## src/rtl/pool_window_gen_pkg.sv

```systemverilog
// Shared defaults and helpers for the pooling window generator.
// Default sample width, window edge and stride, plus the window element offset.
package pool_window_gen_pkg;

   localparam int unsigned IF_BW        = 32;
   localparam int unsigned POOL_IN_SIZE = 2;
   localparam int unsigned POOL_STRIDE  = 2;

   // Bit offset of window element (r,c) in a packed K*K window of PW-bit pixels
   function automatic int unsigned win_elem_idx(input int unsigned r,
                                                input int unsigned c,
                                                input int unsigned k,
                                                input int unsigned pw);
      return (r * k + c) * pw;
   endfunction

endpackage

```

## src/rtl/pool_window_gen_line_delay.sv

```systemverilog
// Single-line delay: emits the word written DEPTH enabled cycles earlier.
// Storage has no reset; downstream gating masks stale contents.
module pool_window_gen_line_delay #(
   parameter int unsigned DEPTH = 32,
   parameter int unsigned W     = 32
) (
   input  logic         clk,
   input  logic         i_en,
   input  logic [W-1:0] i_din,
   output logic [W-1:0] o_dout
);

   logic [DEPTH*W-1:0] r_sr;

   always_ff @(posedge clk) begin
      if (i_en) begin
         r_sr <= {r_sr[(DEPTH-1)*W-1:0], i_din};
      end
   end

   assign o_dout = r_sr[DEPTH*W-1 -: W];

endmodule

```

## src/rtl/pool_window_gen.sv

```systemverilog
// Streaming KxK sliding-window generator with stride, raster-order input.
// Buffers K-1 lines and emits a registered packed window at each stride point.
module pool_window_gen
   import pool_window_gen_pkg::*;
#(
   parameter int unsigned IX     = 32,
   parameter int unsigned IY     = 32,
   parameter int unsigned K      = POOL_IN_SIZE,
   parameter int unsigned STRIDE = POOL_STRIDE,
   parameter int unsigned BW     = IF_BW,
   parameter int unsigned CH     = 1
) (
   input  logic                     clk,
   input  logic                     reset_n,
   input  logic                     i_soft_clr,
   input  logic                     i_in_valid,
   input  logic [CH*BW-1:0]         i_in_pixel,
   output logic                     o_window_valid,
   output logic [K*K*CH*BW-1:0]     o_window,
   output logic [$clog2(IX)-1:0]    o_win_x,
   output logic [$clog2(IY)-1:0]    o_win_y,
   output logic                     o_frame_done
);

   localparam int unsigned PW  = CH * BW;
   localparam int unsigned WW  = K * K * PW;
   localparam int unsigned XW  = $clog2(IX);
   localparam int unsigned YW  = $clog2(IY);
   localparam int unsigned PHW = (STRIDE > 1) ? $clog2(STRIDE) : 1;

   logic [XW-1:0]  r_x;
   logic [YW-1:0]  r_y;
   logic [PHW-1:0] r_px;
   logic [PHW-1:0] r_py;
   logic [WW-1:0]  r_win;
   logic [WW-1:0]  r_window;
   logic [XW-1:0]  r_win_x;
   logic [YW-1:0]  r_win_y;
   logic           r_window_valid;
   logic           r_frame_done;

   logic           w_accept;
   logic           w_last_x;
   logic           w_last_y;
   logic           w_x_ok;
   logic           w_y_ok;
   logic           w_emit;
   logic [PHW-1:0] w_px_next;
   logic [PHW-1:0] w_py_next;
   logic [WW-1:0]  w_win_next;
   logic [K*PW-1:0] w_col;
   logic [PW-1:0]  w_line_out [K-1];

   // A clear in the same cycle drops the pixel
   assign w_accept = i_in_valid & ~i_soft_clr;

   genvar gj, gr, gc;
   for (gj = 0; gj < K - 1; gj++) begin : g_line
      logic [PW-1:0] w_din;
      if (gj == 0) begin : g_first
         assign w_din = i_in_pixel;
      end else begin : g_chain
         assign w_din = w_line_out[gj-1];
      end
      pool_window_gen_line_delay #(
         .DEPTH (IX),
         .W     (PW)
      ) u_line (
         .clk    (clk),
         .i_en   (w_accept),
         .i_din  (w_din),
         .o_dout (w_line_out[gj])
      );
   end

   // Incoming column: oldest line at row 0, live pixel at row K-1
   for (gr = 0; gr < K; gr++) begin : g_col
      if (gr == K - 1) begin : g_live
         assign w_col[gr*PW +: PW] = i_in_pixel;
      end else begin : g_buf
         assign w_col[gr*PW +: PW] = w_line_out[K-2-gr];
      end
   end

   for (gr = 0; gr < K; gr++) begin : g_row
      for (gc = 0; gc < K; gc++) begin : g_elem
         if (gc < K - 1) begin : g_shift
            assign w_win_next[win_elem_idx(gr, gc, K, PW) +: PW] =
               r_win[win_elem_idx(gr, gc + 1, K, PW) +: PW];
         end else begin : g_new
            assign w_win_next[win_elem_idx(gr, gc, K, PW) +: PW] = w_col[gr*PW +: PW];
         end
      end
   end

   assign w_last_x  = (r_x == XW'(IX - 1));
   assign w_last_y  = (r_y == YW'(IY - 1));
   assign w_x_ok    = (r_x >= XW'(K - 1));
   assign w_y_ok    = (r_y >= YW'(K - 1));
   assign w_px_next = (r_px == PHW'(STRIDE - 1)) ? '0 : r_px + PHW'(1);
   assign w_py_next = (r_py == PHW'(STRIDE - 1)) ? '0 : r_py + PHW'(1);
   assign w_emit    = w_accept & w_x_ok & w_y_ok & (r_px == '0) & (r_py == '0);

   // Position counters, stride phases and registered window outputs
   always_ff @(posedge clk or negedge reset_n) begin
      if (!reset_n) begin
         r_x            <= '0;
         r_y            <= '0;
         r_px           <= '0;
         r_py           <= '0;
         r_win          <= '0;
         r_window       <= '0;
         r_win_x        <= '0;
         r_win_y        <= '0;
         r_window_valid <= 1'b0;
         r_frame_done   <= 1'b0;
      end else if (i_soft_clr) begin
         r_x            <= '0;
         r_y            <= '0;
         r_px           <= '0;
         r_py           <= '0;
         r_window_valid <= 1'b0;
         r_frame_done   <= 1'b0;
      end else begin
         r_window_valid <= 1'b0;
         r_frame_done   <= 1'b0;
         if (w_accept) begin
            r_win        <= w_win_next;
            r_frame_done <= w_last_x & w_last_y;
            if (w_last_x) begin
               r_x  <= '0;
               r_px <= '0;
               if (w_last_y) begin
                  r_y  <= '0;
                  r_py <= '0;
               end else begin
                  r_y <= r_y + YW'(1);
                  if (w_y_ok) begin
                     r_py <= w_py_next;
                  end
               end
            end else begin
               r_x <= r_x + XW'(1);
               if (w_x_ok) begin
                  r_px <= w_px_next;
               end
            end
            if (w_emit) begin
               r_window_valid <= 1'b1;
               r_window       <= w_win_next;
               r_win_x        <= r_x - XW'(K - 1);
               r_win_y        <= r_y - YW'(K - 1);
            end
         end
      end
   end

   assign o_window_valid = r_window_valid;
   assign o_window       = r_window;
   assign o_win_x        = r_win_x;
   assign o_win_y        = r_win_y;
   assign o_frame_done   = r_frame_done;

endmodule

```

## config.mk

```make
export PLATFORM = sky130hd
export DESIGN_NAME = pool_window_gen
export DESIGN_NICKNAME = d
export VERILOG_FILES = /design/src/rtl/pool_window_gen_pkg.sv /design/src/rtl/pool_window_gen_line_delay.sv /design/src/rtl/pool_window_gen.sv
export SDC_FILE = /design/constraint.sdc
export NUM_CORES = 1
export LEC_CHECK = 0
export ABC_AREA = 1
export CAP_MARGIN = 20
export CORE_ASPECT_RATIO = 1.4
export CORE_UTILIZATION = 55
export CTS_CLUSTER_DIAMETER = 80
export DETAILED_ROUTE_END_ITERATION = 8
export PLACE_DENSITY = 0.81
export REMOVE_ABC_BUFFERS = 1
export SLEW_MARGIN = 10
export SYNTH_ARGS = -nofsm -noshare
export SYNTH_HDL_FRONTEND = slang
export SYNTH_SLANG_ARGS = --single-unit
```

## constraint.sdc

```tcl
create_clock -name clk -period 3.6 [get_ports clk]
set_clock_uncertainty 0.15 [all_clocks]
set_input_delay 0.72 -clock clk [delete_from_list [all_inputs] [get_ports clk]]
set_output_delay 0.72 -clock clk [all_outputs]
set_load 0.05 [all_outputs]
```

; ---- Word level (Yosys, flattened, before mapping)
; Index checks and enable logic that the tools add are counted.
[word_totals]
regBits = 1304
in_bits = 36
output_inout_bits = 140
[classes]
n_addsub = 6
magnitude_cmp = 2
n_eq_ne = 2
n_mux = 23
n_bitwise = 9
reduce_logical = 9
[op_table]
columns = operator, count
row1 = $mux W5, 7
row2 = $mux W1, 16
row3 = $add A5 B1 Y5 const B, 2
row4 = $eq A5 B5 Y1 const B, 2
row5 = $ge A5 B1 Y1 const B, 2
row6 = $sub A5 B1 Y5 const B, 2
row7 = $and A1 B1 Y1, 6
row8 = $reduce_and A2 Y1, 3
row9 = $reduce_and A3 Y1, 2
row10 = $reduce_bool A3 Y1, 2
row11 = $reduce_bool A2 Y1, 2
row12 = $not A1 Y1, 3
row13 = $add A1 B1 Y1 const B, 2

; ---- Logic depth before layout (Yosys ltp)
[logic_depth]
ltp_word = 9
mapped_depth = 11
mapped_depth_nobuf = 9

; ---- Modules after synthesis
; A second synthesis with hierarchy kept.
[hier_totals]
hier_cells = 1948
hier_area_um2 = 39554.2
[modules_own_cells]
columns = module, n_inst, cells_per_inst, area_per_inst_um2, seq_area_each_um2
row1 = pool_window_gen_line_delay, 1, 1056, 30989.7, 30749.5
row2 = pool_window_gen, 1, 892, 8564.5, 5405.2

; ---- Worst setup path before layout
; Ideal clock, no wire load.
[synth_timing]
kind = in2reg
startpoint = input i_in_valid
endpoint = register g_line[0].u_line.r_sr[0] (enable)
setup_ps = 1785
arrival_time_ps = 28485
path_slack_ps = -26820
path_stages = 3
path_cell_list = inv_2 nor2_4 buf_1
[synth_via]
elab_chain_len = 1
[synth_lines]
columns = element, line_no
row1 = start: declaration, pool_window_gen.sv:16  ; input logic i_in_valid,
row2 = $and A1 B1 Y1, pool_window_gen.sv:55  ; assign w_accept = i_in_valid & ~i_soft_clr;
row3 = end signal: assignment, pool_window_gen_line_delay.sv:17  ; r_sr <= {r_sr[(DEPTH-1)*W-1:0], i_din};
row4 = end: declaration, pool_window_gen_line_delay.sv:13  ; logic [DEPTH*W-1:0] r_sr;
; No other way between the ends.
; A chain may end at the register's enable or synchronous reset.

; ---- Worst setup path after layout
[layout_timing]
startpoint = register r_window[102] (netlist: o_window[102])
endpoint = output o_window[102]
[layout_rtl]
columns = element, line_no
row1 = start: declaration, pool_window_gen.sv:36  ; logic [WW-1:0] r_window;
row2 = start signal: assignment, pool_window_gen.sv:150  ; r_window <= w_win_next;
row3 = end: declaration, pool_window_gen.sv:19  ; output logic [K*K*CH*BW-1:0] o_window,
; No word-level cell between the ends.

==> flow_metrics.tcl <==
set metrics [dict create \
    slowest_delay_ns 0.84 \
    crit_path_end_kind "primary output" \
    yosys_warnings 0 \
    drc_errors 0 \
    grt-busiest-layer "met2" \
    crit_fanout 2 \
    yosysMostFrequentCell "edfxtp_1" \
    r2r-start "r_y[1]" \
    timing.critical_path.buf_inv 1 \
    hold_depth 0 \
    tightest_slew_ns 0.907 \
    antenna_found_initial 0 \
    synthFlopType "edfxtp_1" \
    p_leak_nw 16.9 \
    rr_worst_depth 7 \
    drtIter0Drc 1288 \
    tns_ns 0 \
    worst-setup-path-type "reg -> out" \
    grt_max_degree 140 \
    syn_to_final_growth_pct 16.6 \
    pre_cts_ws_ns 0.578 \
    synth_cell_types 24 \
    crit_family "buffers and inverters" \
    use_met1_pct 19.3 \
    n_antenna_cell 0 \
    clock_sink_count 1240 \
    die_y_um 319 \
    yosys.area.top_type "edfxtp_1" \
    min_from "g_line[0].u_line.r_sr[535]" \
    layout-drive-gt1-share_pct 8.96 \
    dieArea_mm2 0.0728 \
    synth_common_cells "edfxtp_1, nand2_1, dfrtp_1, nand3_1, buf_2" \
    grt_pass1_vias 17466 \
    cts_max_level 3 \
    std_cell_rows 115 \
    async_flop_share_pct 17.4 \
    gp_congestion 0.761 \
    holdWs_ns 0.253 \
    hold_path_end "g_line[0].u_line.r_sr[567]" \
    cts_buffer_depth 3 \
    synth.area.top_cells "edfxtp_1, dfrtp_1, nand2_1, nand3_1, buf_2" \
    die_w_um 228 \
    wl_per_cell_um 16.1 \
    use_met3_pct 3.31 \
    root_buffer "clkbuf_16" \
    max_freq_mhz 366 \
    ir_drop_uv 764 \
    relSlewSlack_pct 39.5 \
    synth-edff-count 1024 \
    multi_input_area_mm2 0.00291 \
    ant_nets 0 \
    drt_wl_total_um 53100 \
    drv_cap 0 \
    rsz0062_at_grt "false" \
    required_ns 2.73 \
    numCtsBuffers 107 \
    ys_seq_elements 1240 \
    synth_seq_area_share_pct 91.6 \
    fp.coreArea_mm2 0.0706 \
    powerDensity_mw_per_mm2 736 \
    clk_latency_ns 0.65 \
    syn_inst 2005 \
    holdCritPathClass "reg -> reg" \
    r2r-end "o_window[74]" \
    cp_slowest_cell "clkdlybuf4s50_1" \
    r2r_slack_ns 1.29 \
    fin_crit_sh_pct 76.0 \
    hold_violations 0 \
    critPathLaunchType "register" \
    grt_use_total_pct 15.0 \
    cts_setup_buffers 0 \
    port_buffers 175 \
    final_nets 2311 \
    finalWorstSetupSlack_ns 0.864 \
    overflow 0 \
    power.total_mw 33.9 \
    period_minus_slack_ns 2.74 \
    cts_tree "done" \
    syn_area_per_cell_um2 19.7 \
    hpwl_um 28300 \
    grt_pass1_wl_um 88300 \
    start_util_pct 55.9 \
    crit_arrival_ns 1.87 \
    ios 176 \
    met2_usage_pct 25.2 \
    synth_top_area_share_pct 77.9 \
    viasPerCell 5.14 \
    firstDrtPassIters 5 \
    status "finished, final reports clean" \
    path_cells "clkdlybuf4s50_1" \
    cts.clk_slew.worst_paths_ns 0.07 \
    vias 16919 \
    setup_violations 0 \
    ff_latch_area_mm2 0.0362 \
    slew_viol_final 0 \
    fillers 4638 \
    syn_area_mm2 0.0395 \
]
[cell type report]
cell class              instances  area share, %
flip-flops and latches       1240           78.6
clock buffers                 151           6.76
multi-input cells             685           6.33
repair buffers                213           4.77
well taps                     936           2.55
clock inverters                46          0.854
inverters                      20          0.163
[worst max path at each step]
stage	start	to	slack, ns	cells past startpoint
2_1_floorplan	i_in_valid	r_x[1]	-21.47	4
3_3_place_gp	i_in_valid	g_line[0].u_line.r_sr[977]	0.65	5
3_5_place_dp	i_in_valid	g_line[0].u_line.r_sr[4]	0.58	5
4_1_cts	o_window[102]	o_window[102]	0.80	1
5_1_grt	o_window[83]	o_window[83]	0.79	1
6_report	o_window[102]	o_window[102]	0.86	1
[repair_timing]
| action | in CTS | in global routing |
|---|---|---|
| resized for setup | 0 | 0 |
| hold buffers | 1 | 0 |
| hold endpoints to repair | 70 | 0 |
[stage by stage]
stage	instances	area [µm²]	util [%]
2_1_floorplan	1945	39100	-
3_3_place_gp	3093	42500	60.2
3_5_place_dp	3093	42500	60.2
4_1_cts	3291	46000	65.1
5_1_grt	3291	46000	65.1
6_report	3291	46000	65.1
[power breakdown]
group	switching (mW)	internal, mW	leakage, nW
logic	3.77	1.55	2.86
registers	0.586	16.8	12.4
clock network	4.82	6.34	1.73
[cells by family (layout without fill, tap and decap cells)]
logic type	Yosys count	count (layout)	share of synthesized area (%)
flip-flops	1240	1240	91.6
AND/OR/NAND/NOR	656	656	6.78
buffers and inverters	80	430	1.01
AO/OA/AOI/OAI	16	16	0.219
adder cells (fa/ha/maj)	8	8	0.254
XOR/XNOR	5	5	0.111
[cells in the final DEF, fill, tap and decap left out, types with 2 or more instances in the layout]
cell type	n
clkbuf_16	114
o21ai_0	5
clkbuf_8	12
nor2_4	2
clkinv_1	8
bufinv_16	4
nor2_1	16
nand3_1	146
clkinv_4	3
a21oi_1	8
clkbuf_1	25
clkinvlp_4	3
clkinv_2	19
buf_12	12
xor2_1	5
buf_4	25
dfrtp_1	216
edfxtp_1	1024
inv_1	17
inv_2	3
nand2_4	2
clkdlybuf4s50_1	174
nand2_1	487
nor2_2	2
inv_4	4
clkinv_8	4
ha_1	8
[state kept, by name, summed over array words and instances, names as in the netlist]
| name | count |
|---|---|
| g_line.u_line.r_sr | 1024 |
| o_window | 128 |
| r_win | 64 |
| o_win_x | 5 |
| o_win_y | 5 |
| r_x | 5 |
| r_y | 5 |
| o_frame_done | 1 |
| o_window_valid | 1 |
| r_px | 1 |
| r_py | 1 |
[metal layers]
layer | vias up | wire, µm | part of all wire, %
li1 | 7816 | - | -
met1 | 8554 | 22100 | 42
met2 | 433 | 27100 | 51
met3 | 116 | 2540 | 4.8
met4 | 0 | 1360 | 2.6
met5 | - | 0 | 0
(Power assumes the default switching activity.)
